--- config.mk ---
export PLATFORM = sky130hd
export DESIGN_NAME = elbeth_lsu_flat
export DESIGN_NICKNAME = d
export VERILOG_FILES = /design/src/rtl/elbeth_lsu_if.sv /design/src/rtl/elbeth_lsu.sv /design/src/flat_wrapper.sv
export SDC_FILE = /design/constraint.sdc
export NUM_CORES = 1
export LEC_CHECK = 0
export ABC_AREA = 1
export CAP_MARGIN = 20
export CORE_ASPECT_RATIO = 0.5
export CORE_UTILIZATION = 40
export DETAILED_ROUTE_END_ITERATION = 16
export PLACE_DENSITY_LB_ADDON = 0.3
export SYNTH_ARGS = -nofsm -noshare
export SYNTH_HDL_FRONTEND = slang
export SYNTH_SLANG_ARGS = --single-unit
--- constraint.sdc ---
create_clock -name clk -period 1.29 [get_ports clk]
set_input_delay 0.258 -clock clk [delete_from_list [all_inputs] [get_ports clk]]
set_output_delay 0.258 -clock clk [all_outputs]
set_load 0.02 [all_outputs]
--- src/rtl/elbeth_lsu_if.sv ---
// Request and memory-port signal bundle for elbeth_lsu.
// The slave modport is the LSU's view; the master modport drives requests and models the memory.
interface elbeth_lsu_if #(
   parameter int ADDR_WIDTH = 8
);
   logic                  lsu_valid;
   logic                  lsu_we;
   logic [1:0]            lsu_size;
   logic                  lsu_signed;
   logic [ADDR_WIDTH-1:0] lsu_addr;
   logic [31:0]           lsu_wdata;
   logic                  lsu_busy;
   logic                  lsu_done;
   logic [31:0]           lsu_rdata;
   logic                  lsu_misaligned;
   logic                  dmem_enable;
   logic [ADDR_WIDTH-1:0] dmem_addr;
   logic [31:0]           dmem_data_in;
   logic [3:0]            dmem_wr;
   logic [31:0]           dmem_data_out;
   logic                  dmem_ready;

   modport slave (
      input  lsu_valid, lsu_we, lsu_size, lsu_signed, lsu_addr, lsu_wdata,
      input  dmem_data_out, dmem_ready,
      output lsu_busy, lsu_done, lsu_rdata, lsu_misaligned,
      output dmem_enable, dmem_addr, dmem_data_in, dmem_wr
   );

   modport master (
      output lsu_valid, lsu_we, lsu_size, lsu_signed, lsu_addr, lsu_wdata,
      output dmem_data_out, dmem_ready,
      input  lsu_busy, lsu_done, lsu_rdata, lsu_misaligned,
      input  dmem_enable, dmem_addr, dmem_data_in, dmem_wr
   );
endinterface

--- src/rtl/elbeth_lsu.sv ---
// Single-outstanding load/store unit for memory port B; ELBETH_LSU_MISALIGN_TRAP_EN traps misaligned half/word.
// Done pulses the edge after dmem_ready (min 2 edges); requests while busy are dropped, no queueing.
module elbeth_lsu #(
   parameter int ADDR_WIDTH = 8
) (
   input  logic       clk,
   input  logic       rst,
   elbeth_lsu_if.slave bus
);
`ifdef ELBETH_LSU_MISALIGN_TRAP_EN
   localparam bit TRAP_EN = 1'b1;
`else
   localparam bit TRAP_EN = 1'b0;
`endif

   typedef enum logic {IDLE, ACCESS} state_t;

   typedef struct packed {
      logic       we;
      logic [1:0] size;
      logic       sgn;
      logic [1:0] lane;
   } req_t;

   state_t                state_q, state_d;
   req_t                  req_q, req_d;
   logic                  enable_q, enable_d;
   logic [ADDR_WIDTH-1:0] addr_q, addr_d;
   logic [3:0]            wr_q, wr_d;
   logic [31:0]           wdat_q, wdat_d;
   logic [31:0]           rdata_q, rdata_d;
   logic                  done_q, done_d;
   logic                  mis_q, mis_d;

   logic                  is_byte, is_half, misaligned;
   logic [1:0]            lane;
   logic [3:0]            strobe;
   logic [31:0]           repl, shifted, loaded;

   // Request decode: half and word accesses fold onto their natural lane.
   always_comb begin
      is_byte    = (bus.lsu_size == 2'b00);
      is_half    = (bus.lsu_size == 2'b01);
      lane       = is_byte ? bus.lsu_addr[1:0] : (is_half ? {bus.lsu_addr[1], 1'b0} : 2'b00);
      misaligned = TRAP_EN && ((is_half && bus.lsu_addr[0]) ||
                               (!is_byte && !is_half && (bus.lsu_addr[1:0] != 2'b00)));
      strobe     = is_byte ? (4'b0001 << lane) : (is_half ? (4'b0011 << lane) : 4'b1111);
      repl       = is_byte ? {4{bus.lsu_wdata[7:0]}} :
                   (is_half ? {2{bus.lsu_wdata[15:0]}} : bus.lsu_wdata);
   end

   always_comb begin
      shifted = bus.dmem_data_out >> {req_q.lane, 3'b000};
      case (req_q.size)
         2'b00:   loaded = {{24{req_q.sgn & shifted[7]}}, shifted[7:0]};
         2'b01:   loaded = {{16{req_q.sgn & shifted[15]}}, shifted[15:0]};
         default: loaded = bus.dmem_data_out;
      endcase
   end

   always_comb begin
      state_d  = state_q;
      req_d    = req_q;
      enable_d = enable_q;
      addr_d   = addr_q;
      wr_d     = wr_q;
      wdat_d   = wdat_q;
      rdata_d  = rdata_q;
      done_d   = 1'b0;
      mis_d    = 1'b0;
      if (state_q == IDLE) begin
         if (bus.lsu_valid) begin
            req_d = '{we: bus.lsu_we, size: bus.lsu_size, sgn: bus.lsu_signed, lane: lane};
            if (misaligned) begin
               done_d = 1'b1;
               mis_d  = 1'b1;
            end else begin
               state_d  = ACCESS;
               enable_d = 1'b1;
               addr_d   = {bus.lsu_addr[ADDR_WIDTH-1:2], 2'b00};
               wr_d     = bus.lsu_we ? strobe : 4'b0000;
               wdat_d   = repl;
            end
         end
      end else if (bus.dmem_ready) begin
         state_d  = IDLE;
         enable_d = 1'b0;
         wr_d     = 4'b0000;
         done_d   = 1'b1;
         if (!req_q.we) rdata_d = loaded;
      end
   end

   always_ff @(posedge clk or negedge rst) begin
      if (!rst) begin
         state_q  <= IDLE;
         req_q    <= '0;
         enable_q <= 1'b0;
         addr_q   <= '0;
         wr_q     <= 4'b0000;
         wdat_q   <= '0;
         rdata_q  <= '0;
         done_q   <= 1'b0;
         mis_q    <= 1'b0;
      end else begin
         state_q  <= state_d;
         req_q    <= req_d;
         enable_q <= enable_d;
         addr_q   <= addr_d;
         wr_q     <= wr_d;
         wdat_q   <= wdat_d;
         rdata_q  <= rdata_d;
         done_q   <= done_d;
         mis_q    <= mis_d;
      end
   end

   assign bus.lsu_busy       = (state_q == ACCESS);
   assign bus.lsu_done       = done_q;
   assign bus.lsu_rdata      = rdata_q;
   assign bus.lsu_misaligned = mis_q;
   assign bus.dmem_enable    = enable_q;
   assign bus.dmem_addr      = addr_q;
   assign bus.dmem_wr        = wr_q;
   assign bus.dmem_data_in   = wdat_q;
endmodule

--- src/flat_wrapper.sv ---
// flat-port wrapper written by rule: the top's interface ports become plain ports
module elbeth_lsu_flat 
#(
   parameter int ADDR_WIDTH = 8
)
  (clk, rst, bus_lsu_valid, bus_lsu_we, bus_lsu_size, bus_lsu_signed, bus_lsu_addr, bus_lsu_wdata, bus_dmem_data_out, bus_dmem_ready, bus_lsu_busy, bus_lsu_done, bus_lsu_rdata, bus_lsu_misaligned, bus_dmem_enable, bus_dmem_addr, bus_dmem_data_in, bus_dmem_wr);
  elbeth_lsu_if #(.ADDR_WIDTH(ADDR_WIDTH)) bus_i ();
  input  logic clk;
  input  logic rst;
  input wire logic [$bits(bus_i.lsu_valid)-1:0] bus_lsu_valid;
  input wire logic [$bits(bus_i.lsu_we)-1:0] bus_lsu_we;
  input wire logic [$bits(bus_i.lsu_size)-1:0] bus_lsu_size;
  input wire logic [$bits(bus_i.lsu_signed)-1:0] bus_lsu_signed;
  input wire logic [$bits(bus_i.lsu_addr)-1:0] bus_lsu_addr;
  input wire logic [$bits(bus_i.lsu_wdata)-1:0] bus_lsu_wdata;
  input wire logic [$bits(bus_i.dmem_data_out)-1:0] bus_dmem_data_out;
  input wire logic [$bits(bus_i.dmem_ready)-1:0] bus_dmem_ready;
  output wire logic [$bits(bus_i.lsu_busy)-1:0] bus_lsu_busy;
  output wire logic [$bits(bus_i.lsu_done)-1:0] bus_lsu_done;
  output wire logic [$bits(bus_i.lsu_rdata)-1:0] bus_lsu_rdata;
  output wire logic [$bits(bus_i.lsu_misaligned)-1:0] bus_lsu_misaligned;
  output wire logic [$bits(bus_i.dmem_enable)-1:0] bus_dmem_enable;
  output wire logic [$bits(bus_i.dmem_addr)-1:0] bus_dmem_addr;
  output wire logic [$bits(bus_i.dmem_data_in)-1:0] bus_dmem_data_in;
  output wire logic [$bits(bus_i.dmem_wr)-1:0] bus_dmem_wr;
  assign bus_i.lsu_valid = bus_lsu_valid;
  assign bus_i.lsu_we = bus_lsu_we;
  assign bus_i.lsu_size = bus_lsu_size;
  assign bus_i.lsu_signed = bus_lsu_signed;
  assign bus_i.lsu_addr = bus_lsu_addr;
  assign bus_i.lsu_wdata = bus_lsu_wdata;
  assign bus_i.dmem_data_out = bus_dmem_data_out;
  assign bus_i.dmem_ready = bus_dmem_ready;
  assign bus_lsu_busy = bus_i.lsu_busy;
  assign bus_lsu_done = bus_i.lsu_done;
  assign bus_lsu_rdata = bus_i.lsu_rdata;
  assign bus_lsu_misaligned = bus_i.lsu_misaligned;
  assign bus_dmem_enable = bus_i.dmem_enable;
  assign bus_dmem_addr = bus_i.dmem_addr;
  assign bus_dmem_data_in = bus_i.dmem_data_in;
  assign bus_dmem_wr = bus_i.dmem_wr;
  elbeth_lsu #(.ADDR_WIDTH(ADDR_WIDTH)) u_core (.clk(clk), .rst(rst), .bus(bus_i));
endmodule
* Yosys cells after proc, flatten, opt, wreduce, memory -nomap -nowiden
Index checks and enable logic that the tools add are counted.
** Storage, ports and cells
- Register bits after elaboration :: 83
- Input bits :: 80
- Logic and storage cells :: 46
** Operators by class
- Eq/ne operators :: 3
- Shifts and indexed selects :: 3
- Multiplexer cells :: 19
- Bitwise operators :: 4
- Reduce and logical (&&, ||, !) cells :: 6
** Operator list (count)
- 2-to-1 mux 32 bit :: 2
- one-hot mux 32 bit (2 select lines) :: 1
- right shift 32 x 5 -> 16 bit :: 1
- 2-to-1 mux 4 bit :: 6
- 2-to-1 mux 1 bit :: 8
- equality test 2 x 1 -> 1 bit (second input constant) :: 2
- logical NOT 2 bit :: 2
- 2-to-1 mux 2 bit :: 2
- AND reduction 2 bit :: 2
- << shifter 1 x 2 -> 4 bit (first input constant) :: 1
- << shifter 2 x 2 -> 4 bit (first input constant) :: 1
- AND reduction 3 bit :: 1
- bitwise AND 1 bit :: 2
- != test 2 bit (second input constant) :: 1
- inverter 1 bit :: 2
- nonzero test 2 bit :: 1

* Depth between registers and ports, before layout
Gate-level depths: netlist of the first run.
- Depth after elaboration :: 9
- Mapped depth :: 10

* Worst setup path before layout of the first run
Ideal clock, no wire load.
- Kind :: input -> register
- From :: input bus_lsu_size[1]
- To :: register u_core.wr_q[2], in the netlist u_core.bus.dmem_wr[2]
- Library setup time :: 0.127 ns
- Arrival time :: 1.301 ns
- Data required time :: 1.163 ns
- Slack :: -0.138 ns
- Stages on the path :: 9
- Path buffers :: 1
- Cell sequence :: buf_2 > inv_2 > nand2_1 > inv_2 > nand2_1 > inv_1 > ha_1 > o21ai_0 > o21ai_0
** Between the ends
- Word-level cells in the longest chain between the ends :: 9
- Elaborated cells between the ends (all ways) :: 11
- Those cells by class :: eq/ne: 1; shift: 2; mux: 7; reduce/logical: 1
** RTL lines
- from (decl) :: RTL line flat_wrapper.sv:12 : input wire logic [$bits(bus_i.lsu_size)-1:0] bus_lsu_size;
- equality test 2 x 1 -> 1 bit :: RTL line elbeth_lsu.sv:43 : is_half = (bus.lsu_size == 2'b01);
- 2-to-1 mux 2 bit (2 in a row) :: RTL line elbeth_lsu.sv:44 : lane = is_byte ? bus.lsu_addr[1:0] : (is_half ? {bus.lsu_addr[1], 1'b0} : 2'b00);
- << shifter 2 x 2 -> 4 bit :: RTL line elbeth_lsu.sv:47 : strobe = is_byte ? (4'b0001 << lane) : (is_half ? (4'b0011 << lane) : 4'b1111);
- 2-to-1 mux 4 bit :: RTL line elbeth_lsu.sv:47
- 2-to-1 mux 4 bit * :: RTL line elbeth_lsu.sv:47
- 2-to-1 mux 4 bit * :: RTL line elbeth_lsu.sv:81 : wr_d = bus.lsu_we ? strobe : 4'b0000;
- 2-to-1 mux 4 bit * :: RTL line elbeth_lsu.sv:72 : if (bus.lsu_valid) begin
- 2-to-1 mux 4 bit * :: RTL line elbeth_lsu.sv:71 : if (state_q == IDLE) begin
- to (signal assigned) :: RTL line elbeth_lsu.sv:110 : wr_q <= wr_d;
- to (decl) :: RTL line elbeth_lsu.sv:29 : logic [3:0] wr_q, wr_d;
Mark *: on every way between the ends. The rest lies on a longest branch, timed or not. The select of a mux whose other input is x is not followed.
A chain may end at the register's enable or synchronous reset.

* Worst setup path after layout of the first run
- From :: register u_core.req_q[0] in the netlist's numbering
- To :: register u_core.rdata_q[24], in the netlist u_core.bus.lsu_rdata[24]
** Between the ends
- Word-level cells in the longest chain between the ends :: 3
- Elaborated cells between the ends (all ways) :: 4
- Those cells by class :: shift: 1; mux: 1; bitwise: 2
** RTL lines
- from (decl) :: RTL line elbeth_lsu.sv:26 : req_t req_q, req_d;
- from (signal assigned) :: RTL line elbeth_lsu.sv:107 : req_q <= req_d;
- right shift 32 x 5 -> 16 bit * :: RTL line elbeth_lsu.sv:53 : shifted = bus.dmem_data_out >> {req_q.lane, 3'b000};
- bitwise AND 1 bit (on tied branches) :: RTL line elbeth_lsu.sv:56, elbeth_lsu.sv:55
- one-hot mux 32 bit (2 select lines) * :: RTL line elbeth_lsu.sv:54 : case (req_q.size)
- to (signal assigned) :: RTL line elbeth_lsu.sv:112 : rdata_q <= rdata_d;
- to (decl) :: RTL line elbeth_lsu.sv:31 : logic [31:0] rdata_q, rdata_d;
Mark *: on every way between the ends. The rest lies on a longest branch, timed or not.

==> impl_metrics.env, run 1 <==
export IMPL_status="complete, but fails checks"
export IMPL_violations="setup timing"
export IMPL_power_w=0.0119
export IMPL_slew_violations=0
export IMPL_fin_crit_sh_pct=110
export IMPL_synthCells=561
export IMPL_drive_above_1_share_pct=31.9
export IMPL_dp_hpwl_um=9450
export IMPL_die_area_um2=11100
export IMPL_critical_path_class="reg2reg"
export IMPL_placed_area_um2=6350
export IMPL_max_freq_mhz=704
export IMPL_rsz0062_at_grt="true"
export IMPL_hp_start="bus_lsu_valid"
export IMPL_yosys_area_top_type="dfrtp_1"
export IMPL_async_flop_share_pct=100
export IMPL_cp_arrival_ps=1700
export IMPL_vias=4562
export IMPL_ir_worst_vdd_v=0.000711
export IMPL_syn_area_um2=4280
export IMPL_synthTopCellsByArea="dfrtp_1 (49%), nand2_1 (15%), a21oi_1 (7.5%)"
export IMPL_drc=0
export IMPL_area_delta_synth_final_pct=63.2
export IMPL_die_h_um=75.2
export IMPL_synth_distinct_cells=28
export IMPL_setup_viol=32
export IMPL_ys_top_cells_by_count="nand2_1 (175), dfrtp_1 (83), a21oi_1 (64)"
export IMPL_leakagePower_nw=3.44
export IMPL_first_global_vias=4210
export IMPL_gp_congestion=0.926
export IMPL_max_cap_violations=0
export IMPL_crit_required_ps=1570
export IMPL_wl_um=14200
export IMPL_yosysSeqAreaShare_pct=48.5
export IMPL_cp_max_fo=6
export IMPL_drtPass1Iterations=5
export IMPL_pin_count=160
export IMPL_clockBufferDepth=2
export IMPL_insertion_delay_ps=340
export IMPL_drtAntennaViolNets=0
export IMPL_rows=26
export IMPL_crit_start="u_core.req_q[0]"
export IMPL_cts_num_sinks=83
export IMPL_synth_edff_count=0
export IMPL_antenna_found_initial=1
export IMPL_cts_tree="yes"
export IMPL_wl_per_cell_um=15.7
export IMPL_grt_max_degree=31
export IMPL_core_um2=10300
export IMPL_min_period_ps=1420
export IMPL_ys_flop_type="dfrtp_1"
export IMPL_fin_nets=843
export IMPL_p_per_area_nw_per_um2=1700
export IMPL_worst_setup_path_end_kind="register"
export IMPL_hold_path_class="in2reg"
export IMPL_fin_skew_ps=7.74
export IMPL_critPathLaunchType="register"
export IMPL_design_area_um2=6990
export IMPL_syn_area_per_cell_um2=7.63
export IMPL_grt_first_pass_wirelength_um=20800
export IMPL_vias_per_cell=5.02
export IMPL_setup_slack_ps=-131
export IMPL_start_util_pct=41.5
export IMPL_ys_warn_count=0
export IMPL_cts_buffers_inserted=9
export IMPL_ys_ff_latch=83
export IMPL_grtUsageTotal_pct=24.5
export IMPL_hold_viol_final=0
export IMPL_clk_pin_slew_ps=70
export IMPL_grt_overflow=0
export IMPL_post_synth_top_count_cell="nand2_1"
export IMPL_cts_root_buf="clkbuf_16"
export IMPL_reg2reg_from="u_core.req_q[0]"
export IMPL_synth_top_area_share_pct=48.5
export IMPL_drt_iter0_drc=327
export IMPL_die_x_um=148
export IMPL_htree_levels=3
export IMPL_hold_slack_ps=185
export IMPL_portBuffers=156
metrics by stage:
step | worst slack, ps | util (%) | cells | setup TNS [ps]
after detailed placement | -467 | 61.6 | 874 | -25610
final | -131 | 67.8 | 908 | -2400
after CTS | -81.0 | 66.4 | 897 | -1640
after floorplan | -18.6 | - | 563 | -118
after global routing | -186 | 67.8 | 908 | -4170
after global placement | -392 | 61.6 | 874 | -22760
critical path, stage by stage, from the launching register on:
cell and delay (ps):
dfrtp_2 460, buf_12 160, nand2_4 50, nand3_2 70, nand2_2 90, nand3_4 140
clkbuf_16 220, nand3_2 50, nand2_1 50, inv_1 60
registers in the layout, indices dropped and copies added (netlist names):
register and cells:
u_core.bus.dmem_addr 6, u_core.bus.dmem_enable 1, u_core.bus.lsu_done 1, u_core.bus.lsu_rdata 32
u_core.req_q 6, u_core.bus.lsu_busy 1, u_core.bus.dmem_wr 4, u_core.bus.dmem_data_in 32
cells in the final DEF (no fill, tap or decap), drive strengths merged, types with 2 or more instances in the layout:
cell type / Yosys / routed
or2: 16 / 16
nand3: 54 / 55
nand2: 178 / 178
nor2: 34 / 34
a21oi: 64 / 64
clkdlybuf4s15: 0 / 34
o21ai: 30 / 30
dlygate4sd2: 0 / 3
conb: 1 / 3
dfrtp: 83 / 83
buf: 22 / 67
clkbuf: 10 / 46
clkinv: 1 / 2
a31oi: 8 / 8
inv: 57 / 63
clkdlybuf4s50: 0 / 75
final cells by class:
| cell class | instances | area (um2) |
|---|---|---|
| timing repair inverter | 1 | 3.75 |
| inverter | 58 | 233 |
| antenna | 1 | 2.50 |
| fill | 823 | 3320 |
| multi-input combinational | 391 | 2090 |
| sequential | 83 | 2080 |
| clock buffer | 9 | 225 |
| clock inverter | 7 | 67.6 |
| timing repair buffer | 218 | 2110 |
| tap | 140 | 175 |
worst paths after layout:
| path | to | slack [ps] | depth (start not counted) |
|---|---|---|---|
| hold / removal | u_core.bus.lsu_busy | 180 | 3 |
| setup reg to reg | u_core.bus.lsu_rdata[24] | -130 | 9 |
| min in group asynchronous | u_core.bus.lsu_rdata[27] | 350 | 2 |
| max in group asynchronous | u_core.bus.lsu_rdata[0] | 450 | 3 |
| setup / recovery | u_core.bus.lsu_rdata[24] | -130 | 9 |
| hold reg to reg | u_core.bus.dmem_data_in[4] | 470 | 2 |
per-layer routing:
layer	global-route usage (%)	up-vias	share of wire [%]
li1	-	2195	-
met1	31.4	2176	43
met2	42.2	171	50
met3	5.88	20	6.0
met4	6.41	0	1.4
met5	0	-	0
repair_timing:
item / 4_1_cts / 5_1_grt
setup endpoints to repair: 112 / 101
hold endpoints to repair: 17 / 0
cloned: 2 / 5
gates resized for setup: 229 / 104
hold buffers: 1 / 0
pin swaps: 3 / 29
buffers inserted: 4 / 5
cell families (layout without fill, tap and decap cells):
| family | after synthesis | in the layout | share of synthesized area, % |
|---|---|---|---|
| and+or+nand+nor | 282 | 283 | 29.4 |
| AOI/OAI and AO/OA | 104 | 104 | 12.6 |
| buffers and inverters | 90 | 293 | 9.15 |
| DFF | 83 | 83 | 48.5 |
| adders and majority gates | 1 | 1 | 0.292 |
| other | 1 | 4 | 0.0876 |
power by group:
part           total (W)  leakage (nW)  switching [W]  internal, W
Sequential       0.00400         0.983       0.000555      0.00345
Clock            0.00254         0.140        0.00119      0.00135
Combinational    0.00532          2.31        0.00300      0.00232
No activity file was read; power rests on OpenSTA's default activity.
==> run 2: changes to the inputs <==
--- a/config.mk
+++ b/config.mk
@@ -8,9 +8,11 @@
 export ABC_AREA = 1
 export CAP_MARGIN = 20
 export CORE_ASPECT_RATIO = 0.5
-export CORE_UTILIZATION = 40
+export CORE_UTILIZATION = 45
 export DETAILED_ROUTE_END_ITERATION = 16
 export PLACE_DENSITY_LB_ADDON = 0.3
+export SLEW_MARGIN = 0
 export SYNTH_ARGS = -nofsm -noshare
 export SYNTH_HDL_FRONTEND = slang
 export SYNTH_SLANG_ARGS = --single-unit
+export TNS_END_PERCENT = 50
==> constraint.sdc (replaced) <==
create_clock -name clk -period 1.55 [get_ports clk]
set_input_delay 0.31 -clock clk [delete_from_list [all_inputs] [get_ports clk]]
set_output_delay 0.31 -clock clk [all_outputs]
set_load 0.02 [all_outputs]
==> run 2 against run 1 <==
  * Largest cell class is now sequential cells
  * First-iteration DRC count increased by 26%
  * Clock power decreased by 19%
  * Utilization increased by 3.9 points
  * The flow finishes with violations (hold timing)
  * Critical path type unchanged
  * Non-clock buffer count decreased by 22
  * Via count decreased by 4.3%
  * Routed wire length decreased by 11%
  * Combinational power decreased by 27%
  * Clock-buffer cell count increased by 1
  * Setup slack improved by 220 ps
  * Final cell count decreased by 5.2%
==> impl_metrics.env, run 2 (same netlist as run 1, synthesis figures left out) <==
export IMPL_status="complete, but fails checks"
export IMPL_violations="hold timing"
export IMPL_pwr_share_comb_pct=42.0
export IMPL_max_cap_violations=0
export IMPL_crit_required_ps=1780
export IMPL_clockBufferDepth=2
export IMPL_grt_overflow=0
export IMPL_path_cells="buf_12 -> o21ai_1 -> a21oi_1 -> nand2_1 -> nand2_1"
export IMPL_vias_per_cell=5.07
export IMPL_critPathLaunchType="register"
export IMPL_power_share_clock_pct=22.4
export IMPL_core_um2=8980
export IMPL_cp_depth=5
export IMPL_use_met2_pct=44.5
export IMPL_insertion_delay_ps=350
export IMPL_layout_commonest_cell="nand2_1"
export IMPL_fin_cells=861
export IMPL_critPathSlowestCell="dfrtp_1"
export IMPL_fin_nets=820
export IMPL_cp_max_fo=24
export IMPL_p_sw_w=0.00361
export IMPL_multiInputGateArea_um2=1840
export IMPL_first_global_vias=4209
export IMPL_top_usage_layer="met2"
export IMPL_cts_buffers_inserted=9
export IMPL_pin_count=160
export IMPL_drtAntennaViolNets=0
export IMPL_grt_first_pass_wirelength_um=20400
export IMPL_worst_slew_pin_slew_ps=525
export IMPL_met1_usage_pct=35.0
export IMPL_hold_path_class="in2async"
export IMPL_swShare_pct=39.1
export IMPL_cp_arrival_ps=1700
export IMPL_drive_above_1_share_pct=12.8
export IMPL_drc=0
export IMPL_fin_skew_ps=7.14
export IMPL_crit_family="compound AO/OA/AOI/OAI gates"
export IMPL_fin_util_pct=71.7
export IMPL_portBuffers=156
export IMPL_crit_start="u_core.req_q[0]"
export IMPL_vias=4364
export IMPL_antenna_found_initial=0
export IMPL_hold_viol_final=5
export IMPL_final_cell_mix="nand2_1 (175), dfrtp_1 (83), clkdlybuf4s50_1 (78), dlygate4sd2_1 (77), a21oi_1 (64)"
export IMPL_design_area_um2=6430
export IMPL_slew_limit_headroom_pct=64.8
export IMPL_dp_cells=844
export IMPL_hold_buffers=0
export IMPL_cp_common_cell="nand2_1"
export IMPL_setup_viol=0
export IMPL_r2r_end="u_core.bus.lsu_rdata[2]"
export IMPL_drt_iter0_drc=412
export IMPL_gp_congestion=0.866
export IMPL_placed_area_um2=6230
export IMPL_cts_root_buf="clkbuf_16"
export IMPL_wl_per_cell_um=14.6
export IMPL_ff_latch_area_um2=2080
export IMPL_clk_pin_slew_ps=60
export IMPL_start_util_pct=47.7
export IMPL_grt_max_degree=84
export IMPL_dp_hpwl_um=8940
export IMPL_area_delta_synth_final_pct=50.3
export IMPL_hold_slack_ps=-21.0
export IMPL_max_freq_mhz=683
export IMPL_die_h_um=71.0
export IMPL_die_area_um2=9930
export IMPL_critical_path_class="reg2reg"
export IMPL_fillerInstances=747
export IMPL_worst_setup_path_end_kind="register"
export IMPL_p_int_w=0.00563
export IMPL_leakagePower_nw=3.28
export IMPL_cts_tree="yes"
export IMPL_slew_violations=0
export IMPL_drtPass1Iterations=5
export IMPL_ff2ff_setup_slack_ps=90
export IMPL_rows=24
export IMPL_endpoint="u_core.bus.lsu_rdata[2]"
export IMPL_ir_worst_vdd_v=0.000694
export IMPL_p_per_area_nw_per_um2=1440
export IMPL_power_share_sequential_pct=35.6
export IMPL_reg2reg_from="u_core.req_q[0]"
export IMPL_cts_num_sinks=83
export IMPL_grt_use_met3_pct=5.55
export IMPL_die_x_um=140
export IMPL_r2r_cells=5
export IMPL_slowest_delay_ps=440
export IMPL_grtUsageTotal_pct=26.4
export IMPL_htree_levels=3
export IMPL_critPathBufInv=1
export IMPL_fin_crit_sh_pct=94.5
export IMPL_rsz0062_at_grt="true"
export IMPL_n_antenna_cell=0
export IMPL_min_period_ps=1460
export IMPL_wl_um=12600
==> run 2: worst min path at each step <==
stage          from                           to  slack, ps  cells after the start
2_1_floorplan   rst      u_core.bus.dmem_addr[2]         10                      0
3_3_place_gp    rst  u_core.bus.dmem_data_in[11]        380                      2
3_5_place_dp    rst  u_core.bus.dmem_data_in[31]        380                      2
4_1_cts         rst  u_core.bus.dmem_data_in[31]         10                      2
5_1_grt         rst          u_core.bus.lsu_busy         20                      2
6_report        rst  u_core.bus.dmem_data_in[31]        -20                      2
==> run 2: power by group through the flow <==
stage / combinational (W) / sequential [W] / clock [W]
6_report: 0.00388 / 0.00329 / 0.00207
5_1_grt: 0.00422 / 0.00338 / 0.00219
4_1_cts: 0.00388 / 0.00329 / 0.00209
3_5_place_dp: 0.00434 / 0.00333 / 0
3_3_place_gp: 0.00427 / 0.00333 / 0
2_1_floorplan: 0.00136 / 0.00411 / 0
==> run 2: final cells by class <==
cell class | instances | area share [%]
multi-input combinational | 391 | 28.6
tap | 117 | 2.27
sequential | 83 | 32.3
clock buffer | 10 | 3.71
timing repair buffer | 196 | 29.0
inverter | 58 | 3.38
clock inverter | 6 | 0.758
==> run 2: timing repair <==
action / in CTS / in global routing
gates cloned: 0 / 1
endpoints found under the setup margin: 77 / 2
resized for setup: 77 / 2
buffers inserted: 0 / 0
==> run 2: metal layers <==
metal | routed length, um | share of wire, %
met5 | 0 | 0
met4 | 149 | 1.2
met3 | 751 | 6.0
met2 | 6010 | 48
met1 | 5700 | 45
==> run 2: per-stage QoR <==
step / total power, W / worst slack [ps] / setup TNS (ps)
detailed placement: 0.00767 / -263 / -7360
CTS: 0.00926 / 72.2 / 0
floorplan: 0.00547 / 69.9 / 0
global placement: 0.00759 / -192 / -5250
global route: 0.00979 / -13.2 / -13.2
finish: 0.00924 / 85.5 / 0
==> run 3: changes to the inputs <==
--- a/config.mk
+++ b/config.mk
@@ -11,7 +11,7 @@
 export CORE_UTILIZATION = 45
 export DETAILED_ROUTE_END_ITERATION = 16
 export PLACE_DENSITY_LB_ADDON = 0.3
-export SLEW_MARGIN = 0
+export SLEW_MARGIN = 25
 export SYNTH_ARGS = -nofsm -noshare
 export SYNTH_HDL_FRONTEND = slang
 export SYNTH_SLANG_ARGS = --single-unit
==> results of run 3 <==
No change in the layout: final DEF, timing and power equal those of run 2.
